## src/rtl/downcounter_reload_if.sv

```systemverilog
// Control/status bundle for the loadable down-counter: the master side drives
// load data and mode controls, the slave side returns the count and status flags.
interface downcounter_reload_if #(
  parameter int WIDTH = 8
);
  logic [WIDTH-1:0] data;
  logic             load;
  logic             en;
  logic             auto_reload;
  logic [WIDTH-1:0] count;
  logic             tc;
  logic             busy;
  logic             done;

  modport master (
    output data, load, en, auto_reload,
    input  count, tc, busy, done
  );

  modport slave (
    input  data, load, en, auto_reload,
    output count, tc, busy, done
  );
endinterface

```

## src/rtl/downcounter_reload.sv

```systemverilog
// Loadable down-counter/timer producing a one-cycle terminal tick, then
// either stopping (one-shot, sticky done) or reloading (periodic).
module downcounter_reload #(
  parameter int WIDTH = 8
) (
  input  logic                 clk,
  input  logic                 reset,
  downcounter_reload_if.slave  bus
);

  typedef enum logic [1:0] {
    ST_IDLE = 2'd0,
    ST_RUN  = 2'd1,
    ST_DONE = 2'd2
  } state_t;

  state_t           state_q, state_d;
  logic [WIDTH-1:0] count_q, count_d;
  logic [WIDTH-1:0] reload_q, reload_d;
  logic             tc_q, tc_d;
  logic             busy_q, busy_d;
  logic             done_q, done_d;

  // Next-state evaluation: load beats the terminal event, which beats decrement/hold.
  always_comb begin
    state_d  = state_q;
    count_d  = count_q;
    reload_d = reload_q;
    tc_d     = 1'b0;
    if (bus.load) begin
      count_d  = bus.data;
      reload_d = bus.data;
      if (bus.data != {WIDTH{1'b0}}) begin
        state_d = ST_RUN;
      end else begin
        state_d = ST_IDLE;
      end
    end else begin
      case (state_q)
        ST_IDLE: begin
          state_d = ST_IDLE;
        end
        ST_RUN: begin
          if (bus.en) begin
            if (count_q == WIDTH'(1)) begin
              tc_d = 1'b1;
              if (bus.auto_reload) begin
                count_d = reload_q;
              end else begin
                count_d = {WIDTH{1'b0}};
                state_d = ST_DONE;
              end
            end else if (count_q != {WIDTH{1'b0}}) begin
              count_d = count_q - WIDTH'(1);
            end else begin
              // Zero in RUN is unreachable; hold rather than wrap.
              count_d = count_q;
            end
          end else begin
            count_d = count_q;
          end
        end
        ST_DONE: begin
          count_d = {WIDTH{1'b0}};
        end
        default: begin
          state_d = ST_IDLE;
          count_d = {WIDTH{1'b0}};
        end
      endcase
    end
    busy_d = (state_d == ST_RUN);
    done_d = (state_d == ST_DONE);
  end

  // State, counter, reload value and status flags, all registered.
  always_ff @(posedge clk or negedge reset) begin
    if (!reset) begin
      state_q  <= ST_IDLE;
      count_q  <= {WIDTH{1'b0}};
      reload_q <= {WIDTH{1'b0}};
      tc_q     <= 1'b0;
      busy_q   <= 1'b0;
      done_q   <= 1'b0;
    end else begin
      state_q  <= state_d;
      count_q  <= count_d;
      reload_q <= reload_d;
      tc_q     <= tc_d;
      busy_q   <= busy_d;
      done_q   <= done_d;
    end
  end

  assign bus.count = count_q;
  assign bus.tc    = tc_q;
  assign bus.busy  = busy_q;
  assign bus.done  = done_q;

endmodule

```

## src/flat_wrapper.sv

```systemverilog
// flat-port wrapper written by rule: the top's interface ports become plain ports
module downcounter_reload_flat 
#(
  parameter int WIDTH = 8
)
  (clk, reset, bus_data, bus_load, bus_en, bus_auto_reload, bus_count, bus_tc, bus_busy, bus_done);
  downcounter_reload_if #(.WIDTH(WIDTH)) bus_i ();
  input  logic clk;
  input  logic reset;
  input wire logic [$bits(bus_i.data)-1:0] bus_data;
  input wire logic [$bits(bus_i.load)-1:0] bus_load;
  input wire logic [$bits(bus_i.en)-1:0] bus_en;
  input wire logic [$bits(bus_i.auto_reload)-1:0] bus_auto_reload;
  output wire logic [$bits(bus_i.count)-1:0] bus_count;
  output wire logic [$bits(bus_i.tc)-1:0] bus_tc;
  output wire logic [$bits(bus_i.busy)-1:0] bus_busy;
  output wire logic [$bits(bus_i.done)-1:0] bus_done;
  assign bus_i.data = bus_data;
  assign bus_i.load = bus_load;
  assign bus_i.en = bus_en;
  assign bus_i.auto_reload = bus_auto_reload;
  assign bus_count = bus_i.count;
  assign bus_tc = bus_i.tc;
  assign bus_busy = bus_i.busy;
  assign bus_done = bus_i.done;
  downcounter_reload #(.WIDTH(WIDTH)) u_core (.clk(clk), .reset(reset), .bus(bus_i));
endmodule
```

## config.mk

```make
export PLATFORM = sky130hd
export DESIGN_NAME = downcounter_reload_flat
export DESIGN_NICKNAME = d
export VERILOG_FILES = /design/src/rtl/downcounter_reload_if.sv /design/src/rtl/downcounter_reload.sv /design/src/flat_wrapper.sv
export SDC_FILE = /design/constraint.sdc
export NUM_CORES = 1
export LEC_CHECK = 0
export CAP_MARGIN = 20
export CORE_UTILIZATION = 45
export CTS_CLUSTER_DIAMETER = 60
export DETAILED_ROUTE_END_ITERATION = 8
export PLACE_DENSITY = 0.7
export SYNTH_ARGS = -nofsm -noshare
export SYNTH_HDL_FRONTEND = slang
export SYNTH_SLANG_ARGS = --single-unit
```

## constraint.sdc

```tcl
create_clock -name clk -period 2.2 [get_ports clk]
set_clock_uncertainty 0.05 [all_clocks]
set_input_delay 0.44 -clock clk [delete_from_list [all_inputs] [get_ports clk]]
set_output_delay 0.44 -clock clk [all_outputs]
set_load 0.1 [all_outputs]
```

==> flow_results.org, run 1 <==
** STA
- # setup viols final :: 0
- Relative slew slack :: 0.6752
- Final min period :: 2.074 ns
- The tightest hold path in the finished design has a slack of just under 0.4 ns.
- Worst Tran Pin Value :: ~0.48 ns
- Setup repair after global routing left no endpoint under its margin.
- Final Hold Viols :: 0
- Maximum achievable frequency :: just under 500 MHz
- Max Slew Vio Count :: 0
- Total negative slack :: 0 ns
- Of the available clock period, the critical path in the final layout requires 0.9426.

** Logic synthesis
- Synth top area cells :: dfrtp_1, ha_1, o21ai_0
- The average instance in the mapped netlist occupies 9.106 um2.
- Instance count of the mapped netlist :: 144
- Distinct cell type count after synthesis :: 41
- Number of warning messages in the yosys log :: 0
- Net Count, Synth :: 163
- Post-synth top flop :: dfrtp_1
- The share of synthesized area in the top cell type comes to 0.4008.
- Counting flops with a built-in enable in the synthesized netlist gives 0.
- The synthesized netlist occupies a cell area of 0.001311 mm2.
- Of all flip-flops after synthesis, the portion carrying an async set or reset was 1.000.
- Cell taking the most area after synthesis :: dfrtp_1
- For this run, the register share of the synthesized area comes to 0.4008.
- Synthesis inferred 21 register bits.

** CTS
- Worst skew pair latency :: 0.33 ns
- H-Tree Level Count :: 1
- Post-cts sizing count :: 0
- The cell sitting at the root of the clock tree is a clkbuf_4.
- Clock tree from TritonCTS :: built
- Register clock-pin slew on the reported worst setup and hold paths :: 0.15 ns
- TritonCTS created 3 clock buffers.
- In this run the post-CTS setup repair buffer count came out at 0.
- CTS Hold Buffers Added :: 0
- The clock net in this run drives a total of 21 sinks.
- Clock tree buffer depth :: 2

** Global routing
- The first global-routing pass estimated 6258 um of wire.
- Final global-route overflow total :: 0
- Via count of the first global-routing pass :: 1237
- In the global route stage, overall resource usage came out at 0.2573.
- The number of antenna violations at the first check in global routing is 0.
- Entering global routing, the biggest net connects 22 pins.

** Floorplanning
- In this run the core area contains 19 standard-cell rows.
- The initial utilization of the core area, before any placement, comes to 0.4755.
- The die covers 0.003134 mm2.
- Pin placement for this block handled 24 I/O pins.
- The region available for standard cell placement spans ~0.0028 mm2.
- Die Height :: around 56 um
- Die extent in x :: 55.98 um

** Power
- Sequential cell fraction of total power :: 0.434
- Max rail drop VDD :: 0.0004917 V
- Of the total power, the share spent switching nets is 0.4235.
- For this design the ratio of total power to cell area is 663.4 mW/mm2.
- Static Leakage :: around 0.7 nW
- The share of total power dissipated in the clock network is 0.189.
- Combinational power share :: 0.377
- Net switching power figure :: 0.0004609 W
- Int Pwr :: ~0.00063 W

** Final layout
- After filler insertion, the fill cell instance count of the layout stands at ~250.
- Share of final-layout standard cells stronger than drive strength 1 :: 0.2370
- The finished layout holds 204 standard cells, fillers aside.
- Leading cell type in the layout, fill and taps excluded :: buf_4
- Nets :: between 150 and 200
- Growth of design area from synthesis to finish :: 25.10%
- Number of diodes :: 0
- Commonest non-fill, non-tap cells in the layout :: buf_4, dfrtp_1, o21ai_0

** Run status
- The run finished with clean final reports.

** Setup path
- In this run the worst path has a maximum fanout of 9.
- Register-to-register path setup slack :: 0.13 ns
- Type of destination of the critical path :: flop
- The worst setup path is of the flop to flop kind.
- For the worst setup path, the data required time is roughly 2.4 ns.
- STA puts the critical path data arrival time at 2.30 ns.
- Setup crit start kind :: flop

** Placed design
- Weighted congestion reported at the end of routability-driven placement :: approximately 0.92
- Input and output buffers added on the ports amount to 23.
- Placed Instances :: 200
- Post-detail-place hpwl :: 2763 um

** Route
- The count of nets left with antenna violations once routing finished came out at 0.
- DRC :: 0
- After detailed routing, the average wire length per cell comes to approximately 18 um.
- After detailed routing, the number of vias per cell comes to 6.294.
- The first routing iteration left 71 violations.
- DR vias :: 1284
- After detailed routing, the total wire length is 3707 um.
- Number of iterations in the first detailed-routing pass :: 7

** Worst hold path
- The path class of the tightest hold or removal check is input pin to async pin.

** Job
- Max-cap violations in this run came to 0.
-- per-stage QoR --
| step | area [um2] | total power, W | worst slack (ns) | util |
|---|---|---|---|---|
| 5_1_grt | 1640 | 0.001135 | 0.04310 | 0.5948 |
| 3_5_place_dp | 1610 | 0.0008824 | 0.07754 | 0.5839 |
| 3_3_place_gp | 1610 | 0.0008743 | 0.1340 | 0.5839 |
| 2_1_floorplan | 1334 | 0.0007561 | 0.007965 | - |
| 6_report | 1640 | 0.001088 | 0.1263 | 0.5948 |
| 4_1_cts | 1638 | 0.001083 | 0.06425 | 0.5939 |
-- flip-flops by register name, indices dropped and copies added (netlist names) --
signal	flops
u_core.bus.count	8
u_core.reload_q	8
u_core.state_q	2
u_core.bus.busy	1
u_core.bus.done	1
u_core.bus.tc	1
-- layout make-up --
type	instances	area (um2)	share of cell area
clock buffer	3	22.52	0.01373
multi-input combinational	104	714.4	0.4355
sequential	21	540.5	0.3295
timing repair buffer	33	277.8	0.1693
clock inverter	1	5.005	0.003051
tap	31	38.79	0.02365
inverter	11	41.29	0.02517
-- cells in the mapped netlist, drive strengths merged (2+ instances only) --
library cell	instances
a211oi	3
nand4	6
a21o	3
a211o	6
inv	11
nor2b	2
clkbuf	4
or4	3
o21ai	14
and3	2
ha	6
o211ai	2
mux2	4
a21oi	7
dfrtp	21
a221o	2
or3	3
nand2	9
nor3	3
nor2	9
nand3	3
buf	4
a31oi	2
nor4	2
-- kinds of logic (layout without fill, tap and decap cells) --
| family | count (synthesis) | after routing | share of synthesized area |
|---|---|---|---|
| xor gates and xnor gates | 1 | 1 | 0.006681 |
| and+or+nand+nor | 49 | 49 | 0.2118 |
| DFF | 21 | 21 | 0.4008 |
| AOI/OAI and AO/OA | 44 | 44 | 0.2271 |
| buffers and inverters | 19 | 48 | 0.06202 |
| muxes | 4 | 4 | 0.03435 |
| adders and majority gates | 6 | 6 | 0.05725 |
-- power groups by stage --
stage | registers, W | clock network (W) | logic (W)
after floorplan | 0.000600 | 0 | 0.000156
after global placement | 0.000476 | 0 | 0.000398
after detailed placement | 0.000478 | 0 | 0.000405
after CTS | 0.000469 | 0.000207 | 0.000406
after global routing | 0.000478 | 0.000222 | 0.000435
final | 0.000472 | 0.000206 | 0.000410
-- critical path, cell delays in order (launching register included) --
cell	delay (ns)
dfrtp_4	0.55
or4_1	0.69
or3_1	0.37
a211oi_1	0.27
a211o_1	0.12
-- worst paths after layout --
| check | from | to | cells past startpoint |
|---|---|---|---|
| worst max-delay path | u_core.bus.count[2] | u_core.bus.count[6] | 4 |
| worst min-delay path | reset | u_core.bus.tc | 2 |
| worst max register to register | u_core.bus.count[2] | u_core.bus.count[6] | 4 |
| worst min register to register | u_core.reload_q[4] | u_core.reload_q[4] | 1 |
| max in group asynchronous | reset | u_core.bus.count[2] | 2 |
| min in group clk | u_core.reload_q[4] | u_core.reload_q[4] | 1 |
-- routing by layer --
metal | wire, um | part of all wire | track usage
met1 | 1535 | 0.41 | 0.3757
met2 | 1650 | 0.45 | 0.3861
met3 | 441 | 0.12 | 0.04651
met4 | 78 | 0.021 | 0.08362
met5 | 0 | 0 | 0
No activity file was read; power rests on OpenSTA's default activity.
==> run 2: changes to the inputs <==
--- a/config.mk
+++ b/config.mk
@@ -6,10 +6,11 @@
 export NUM_CORES = 1
 export LEC_CHECK = 0
 export CAP_MARGIN = 20
-export CORE_UTILIZATION = 45
+export CORE_UTILIZATION = 51
 export CTS_CLUSTER_DIAMETER = 60
 export DETAILED_ROUTE_END_ITERATION = 8
-export PLACE_DENSITY = 0.7
+export PLACE_DENSITY = 0.78
+export SKIP_CTS_REPAIR_TIMING = 1
 export SYNTH_ARGS = -nofsm -noshare
 export SYNTH_HDL_FRONTEND = slang
 export SYNTH_SLANG_ARGS = --single-unit
==> flow_results.org, run 2 (same netlist as run 1, synthesis figures left out) <==
** Worst hold path
- The min-delay analysis places its worst path in the category input pin to async pin.

** Route
- DR vias :: 1293 (+0.70%)
- DRC :: 0 (unchanged)
- The final routed wirelength across all metal layers is 3585 um (-3.3%).
- The routed wire length per instance is 17.49 um (-3.8%).
- The starting DRC count in detailed routing is 46 (-35%).
- The number of vias per cell after detailed routing came to 6.307 (+0.21%).
- The number of iterations in the first detailed-routing pass was 4 (-3).
- The count of nets left with antenna violations after detail routing is 0 (unchanged).

** Setup path
- Crit-path leading delay family :: compound AO/OA/AOI/OAI gates
- Critical path's largest stage delay :: 0.52 ns (-0.17 ns)
- Setup crit start kind :: flop
- The critical path buffer and inverter count was 1 (+1).
- Library cell contributing the largest single delay on the critical path :: dfrtp_4
- Critical path peak fanout :: 6 (-3)
- The critical path in this run is classified as flop to flop.
- Type of destination of the critical path :: flop
- The arrival time at the worst endpoint is 2.26 ns (-0.04 ns).
- Worst endpoint required time :: 2.38 ns (-0.05 ns)
- Chain of cells forming the critical path :: inv_2, ha_4, or3b_2, a211o_1, a221o_1, o21ai_0

** Floorplanning
- Row count :: 18 (-1)
- The die extent in y is 52.71 um (-5.9%).
- The top-level I/O count is 24 (unchanged).
- The effective utilization at floorplan was 0.5341 (+0.05865).
- The area of the die was 0.002778 mm2 (-11%).
- The core region area came to 0.002455 mm2 (-11%).
- The horizontal extent of the die was 52.71 um (-5.9%).

** Job
- Maximum Capacitance Violations :: 0 (unchanged)

** CTS
- H-Tree Level Count :: 1 (unchanged)
- The clock transition at the register clock pins on the worst setup and hold paths after CTS is 0.12 ns (-0.03 ns).
- CTS sink count :: 21 (unchanged)
- Inserted Clock Buffers :: 3 (unchanged)
- TritonCTS built the clock tree.
- Clock tree root driver cell :: clkbuf_4
- Clock tree buffer depth :: 2 (unchanged)
- Worst skew pair latency :: 0.30 ns (-0.03 ns)

** Final layout
- The number of antenna diodes came to 0 (unchanged).
- Share of final-layout standard cells stronger than drive strength 1 :: 0.2457 (+0.008720)
- Multi-input logic area :: 729.5 um2 (+2.1%)
- The area taken by flip-flops and latches is 540.5 um2 (unchanged).
- Growth of design area from synthesis to finish :: 27.19%
- In the layout the commonest cells are buf_4, dfrtp_1, o21ai_0.
- Filler Cells Inserted :: 209 (-15%)
- Final instance area :: 0.001668 mm2 (+1.7%)
- Final standard cell utilization of the core :: 0.6794 (+0.08458)
- Nets :: 195 (+1.0%)
- Leading cell type in the layout, fill and taps excluded :: buf_4

** Global routing
- The maximum number of pins on one net before global-route repair is 22 (unchanged).
- Via count of the first global-routing pass :: 1199 (-3.1%)
- Initial antenna violation count :: 0 (unchanged)
- The sum of overflow across all layers after global routing came to 0 (unchanged).
- The global-route usage over all layers came to 0.2880 (+0.03071).
- First-pass GRT wire length :: 5671 um (-9.4%)

** STA
- The final period demand of the worst path was 2.084 ns (+0.01017 ns).
- The worst-margin pin slew came to 0.3986 ns (-0.08450 ns).
- The worst relative slew slack was 0.7326 (+0.05741).
- Max Slew Vio Count :: 0 (unchanged)
- Total negative slack :: 0 ns (unchanged)
- The worst hold slack is 0.4185 ns (+0.03350 ns).
- The final-report hold violation count came to 0 (unchanged).
- The final period utilization came to 0.9472 (+0.004622).
- The setup violation total in the final timing report was 0 (unchanged).
- Maximum achievable frequency :: 479.9 MHz (-0.49%)

** Power
- Static Leakage :: 0.7232 nW (+1.3%)
- Max rail drop VDD :: 0.0005139 V (+4.5%)
- The power density relative to cell area is 647.0 mW/mm2 (-2.5%).

** Placed design
- The placed wire-length estimate is 2714 um (-1.8%).
- Weighted congestion reported at the end of routability-driven placement :: 0.8989 (-1.8%)
- The port buffer count is 23 (unchanged).
- Area after DPL :: 0.001624 mm2 (+0.86%)

** Run status
- Status :: completed
==> run 2: stage by stage <==
| stage | cells | setup WS [ns] | power, W |
|---|---|---|---|
| 5_1_grt | 205 | -0.001704 | 0.001130 |
| 4_1_cts | 205 | 0.06641 | 0.001071 |
| 6_report | 205 | 0.1162 | 0.001079 |
| 3_5_place_dp | 201 | 0.09559 | 0.0008855 |
| 3_3_place_gp | 201 | 0.1329 | 0.0008801 |
| 2_1_floorplan | 144 | 0.007965 | 0.0007561 |
==> run 2: final timing paths <==
kind	from	slack (ns)	endpoint	cells past startpoint
min	reset	0.42	u_core.bus.count[1]	2
max	u_core.bus.count[1]	0.12	u_core.bus.count[5]	6
min reg2reg	u_core.reload_q[5]	0.48	u_core.reload_q[5]	1
max in group asynchronous	reset	1.44	u_core.bus.count[2]	2
min in group clk	u_core.reload_q[5]	0.48	u_core.reload_q[5]	1
max reg2reg	u_core.bus.count[1]	0.12	u_core.bus.count[5]	6
==> run 2: power breakdown <==
| part | switching, W | total (W) | internal (W) | leakage [nW] |
|---|---|---|---|---|
| clock network | 0.000117 | 0.000188 | 0.0000706 | 0.0150 |
| registers | 0.0000476 | 0.000473 | 0.000425 | 0.251 |
| logic | 0.000279 | 0.000419 | 0.000140 | 0.457 |
| total | 0.000443 | 0.00108 | 0.000636 | 0.723 |
==> run 2: layout make-up <==
cell class	count	area share
Multi-Input combinational cell	104	0.4374
Sequential cell	21	0.3241
Timing Repair Buffer	35	0.1755
Inverter	11	0.02476
Tap cell	30	0.02251
Clock buffer	4	0.01575
==> run 2: metal layers <==
metal	routed length [um]	vias to the layer above	global-route usage
met1	1505	606	0.3982
met5	0	-	0
li1	-	598	-
met4	99	0	0.1096
met3	275	11	0.03768
met2	1705	78	0.4536
==> run 3: changes to the inputs <==
--- a/config.mk
+++ b/config.mk
@@ -6,6 +6,7 @@
 export NUM_CORES = 1
 export LEC_CHECK = 0
 export CAP_MARGIN = 20
+export CORE_ASPECT_RATIO = 1.75
 export CORE_UTILIZATION = 51
 export CTS_CLUSTER_DIAMETER = 60
 export DETAILED_ROUTE_END_ITERATION = 8
==> flow_results.org, run 3 (same netlist as run 1, synthesis figures left out) <==
** Floorplanning
- The core region area is 0.002462 mm2 (+0.31%).
- The horizontal extent of the die came to 40.33 um (-23%).
- Row count :: 24 (+6)
- I/O Pins :: 24 (unchanged)
- The die extent in y is 69.08 um (+31%).
- Initial standard-cell utilization of the core :: 0.5325 (-0.001629)
- The area of the die came to 0.002786 mm2 (+0.29%).

** Setup path
- The worst setup path is captured at a flop.
- Register-to-register path setup slack :: 0.13 ns (about the same)
- Worst r2r dst :: u_core.bus.count[6]
- The required time of the critical path came to 2.30 ns (-0.08 ns).
- Worst Path Class, Setup :: flop to flop
- The peak fanout along the critical path is 6 (unchanged).
- Following the worst setup path forward leads to its endpoint at u_core.bus.count[6].
- Setup crit start kind :: flop
- Source of the critical timing path :: u_core.bus.count[0]
- Data arrival, critical path :: 2.17 ns (-0.09 ns)
- Startpoint of the most critical register-to-register path :: u_core.bus.count[0]
- Depth of the most critical reg-to-reg path :: 7 (+1)

** STA
- The setup violation total in the final timing report is 0 (unchanged).
- Total negative slack :: 0 ns (unchanged)
- The highest clock frequency the design can meet came to 482.8 MHz (+0.60%).
- The final period demand of the worst path was 2.071 ns (-0.01244 ns).
- The final-report hold violation count was 0 (unchanged).
- Setup repair after global routing left no endpoint under its margin.
- The number of pins with negative max-slew slack in the final report was 0 (unchanged).
- Worst Tran Pin Value :: 0.3427 ns (-0.05596 ns)
- Crit share post-route :: 0.9415 (-0.005656)
- Relative slew slack :: 0.7702 (+0.03753)

** Final layout
- The area growth from synthesis to layout is 27.77%.
- Leaving out fill and tap cells, the most frequent cell in the layout is buf_4.
- Final non-filler cell total :: 201 (-2.0%)
- The number of antenna diodes was 0 (unchanged).
- The post-route standard cell area excluding fillers was 0.001675 mm2 (+0.45%).
- Commonest non-fill, non-tap cells in the layout :: buf_4, dfrtp_1, o21ai_0, clkdlybuf4s50_1, inv_1
- Nets :: 195 (unchanged)
- Filler Cells Inserted :: 223 (+6.7%)
- Share of final-layout standard cells stronger than drive strength 1 :: 0.2457 (unchanged)
- The final core area utilization was 0.6804 (+0.0009770).

** Route
- The routed wire length per instance came to 18.78 um (+7.4%).
- The final routed wirelength across all metal layers was 3774 um (+5.3%).
- Post-DRT Antenna Nets :: 0 (unchanged)
- DR vias :: 1291 (-0.15%)
- The number of iterations in the first detailed-routing pass came to 4 (unchanged).
- The remaining routing DRC violations was 0 (unchanged).
- Iteration-0 DRC Markers :: 39 (-15%)
- The number of vias per cell after detailed routing is 6.423 (+1.8%).

** CTS
- Clock tree root driver cell :: clkbuf_8
- The maximum buffer depth of the clock tree came to 2 (unchanged).
- The number of CTS-inserted buffers came to 3 (unchanged).
- H-Tree Level Count :: 1 (unchanged)
- Register clock-pin slew on the reported worst setup and hold paths :: 0.08 ns (-0.04 ns)
- TritonCTS built the clock tree.
- Worst skew pair latency :: 0.26 ns (-0.04 ns)
- The count of clock tree sinks is 21 (unchanged).

** Global routing
- The met2 global-route usage was 0.4921 (+0.03848).
- The first-pass GRT wire length was 6058 um (+6.8%).
- Final global-route overflow total :: 0 (unchanged)
- The via count of the first global-routing pass is 1269 (+5.8%).
- After global routing, the most crowded layer is met2.
- The maximum number of pins on one net before global-route repair is 22 (unchanged).
- Global-route track usage on met1 :: 0.3766 (-0.02159)
- Overall track demand over capacity in global routing :: 0.3094 (+0.02143)
- The met3 routing resource usage after global routing was 0.04180 (+0.004119).
- The number of antenna violations at the first check in global routing is 0 (unchanged).

** Placed design
- Post-detail-place hpwl :: 2811 um (+3.6%)
- Area after DPL :: 0.001619 mm2 (-0.31%)
- The routability congestion estimate from global placement was 0.9402 (+4.6%).
- Placed Instances :: 197 (-2.0%)
- The port buffer count came to 23 (unchanged).

** Run status
- The flow ran to the end, and the final reports show no timing, DRC or antenna violations.

** Power
- The power density relative to cell area was 685.4 mW/mm2 (+5.9%).
- Max rail drop VDD :: 0.0004529 V (-12%)
- The static leakage came to 0.7325 nW (+1.3%).
- Power consumption :: 0.001148 W (+6.4%)

** Worst hold path
- The tightest min-delay check is of the flop to flop type.

** Job
- The max-capacitance violation count was 0 (unchanged).
-- run 3: changes by cell type in the layout (fill, tap and decap cells not counted), sizes merged --
cell    previous run  this run
clkinv             0         1
clkbuf             4         3
-- run 3: worst min-delay path by stage --
stage | from | end | cells past startpoint
2_1_floorplan | reset | u_core.bus.busy | 0
3_3_place_gp | u_core.reload_q[1] | u_core.reload_q[1] | 1
3_5_place_dp | u_core.reload_q[1] | u_core.reload_q[1] | 1
4_1_cts | reset | u_core.bus.count[2] | 2
5_1_grt | u_core.reload_q[1] | u_core.reload_q[1] | 1
6_report | u_core.reload_q[4] | u_core.reload_q[4] | 1
-- run 3: power breakdown --
group          internal, W  switching (W)
sequential        0.000425      0.0000465
clock             0.000126       0.000135
combinational     0.000137       0.000278
-- run 3: through the flow --
step                      hold WS (ns)  worst slack (ns)
final                           0.4624            0.1286
after global routing            0.4897           0.03031
after CTS                       0.4694           0.06115
after detailed placement        0.4500           0.08642
after global placement          0.4474            0.1410
after floorplan                0.09441          0.007965
-- run 3: area by class of cell --
class | count | area [um2] | share of cell area
sequential | 21 | 540.5 | 0.3226
timing repair buffer | 35 | 292.8 | 0.1748
clock buffer | 3 | 41.29 | 0.02465
clock inverter | 1 | 5.005 | 0.002987
inverter | 11 | 41.29 | 0.02465
tap | 26 | 32.53 | 0.01942
multi-input combinational | 104 | 721.9 | 0.4309
-- run 3: critical path: stages (launching register included) --
cell and delay, ns:
dfrtp_4 0.52, inv_1 0.12, ha_1 0.16, nor4b_1 0.24, buf_4 0.17, a21o_1 0.27, o21ai_0 0.16, a211o_1 0.27
-- run 3: metal layers --
| metal | routed length, um | vias to the layer above | share of wire |
|---|---|---|---|
| met1 | 1416 | 632 | 0.38 |
| met5 | 0 | - | 0 |
| met3 | 184 | 14 | 0.049 |
| met4 | 146 | 0 | 0.039 |
| met2 | 2026 | 52 | 0.54 |
| li1 | - | 593 | - |
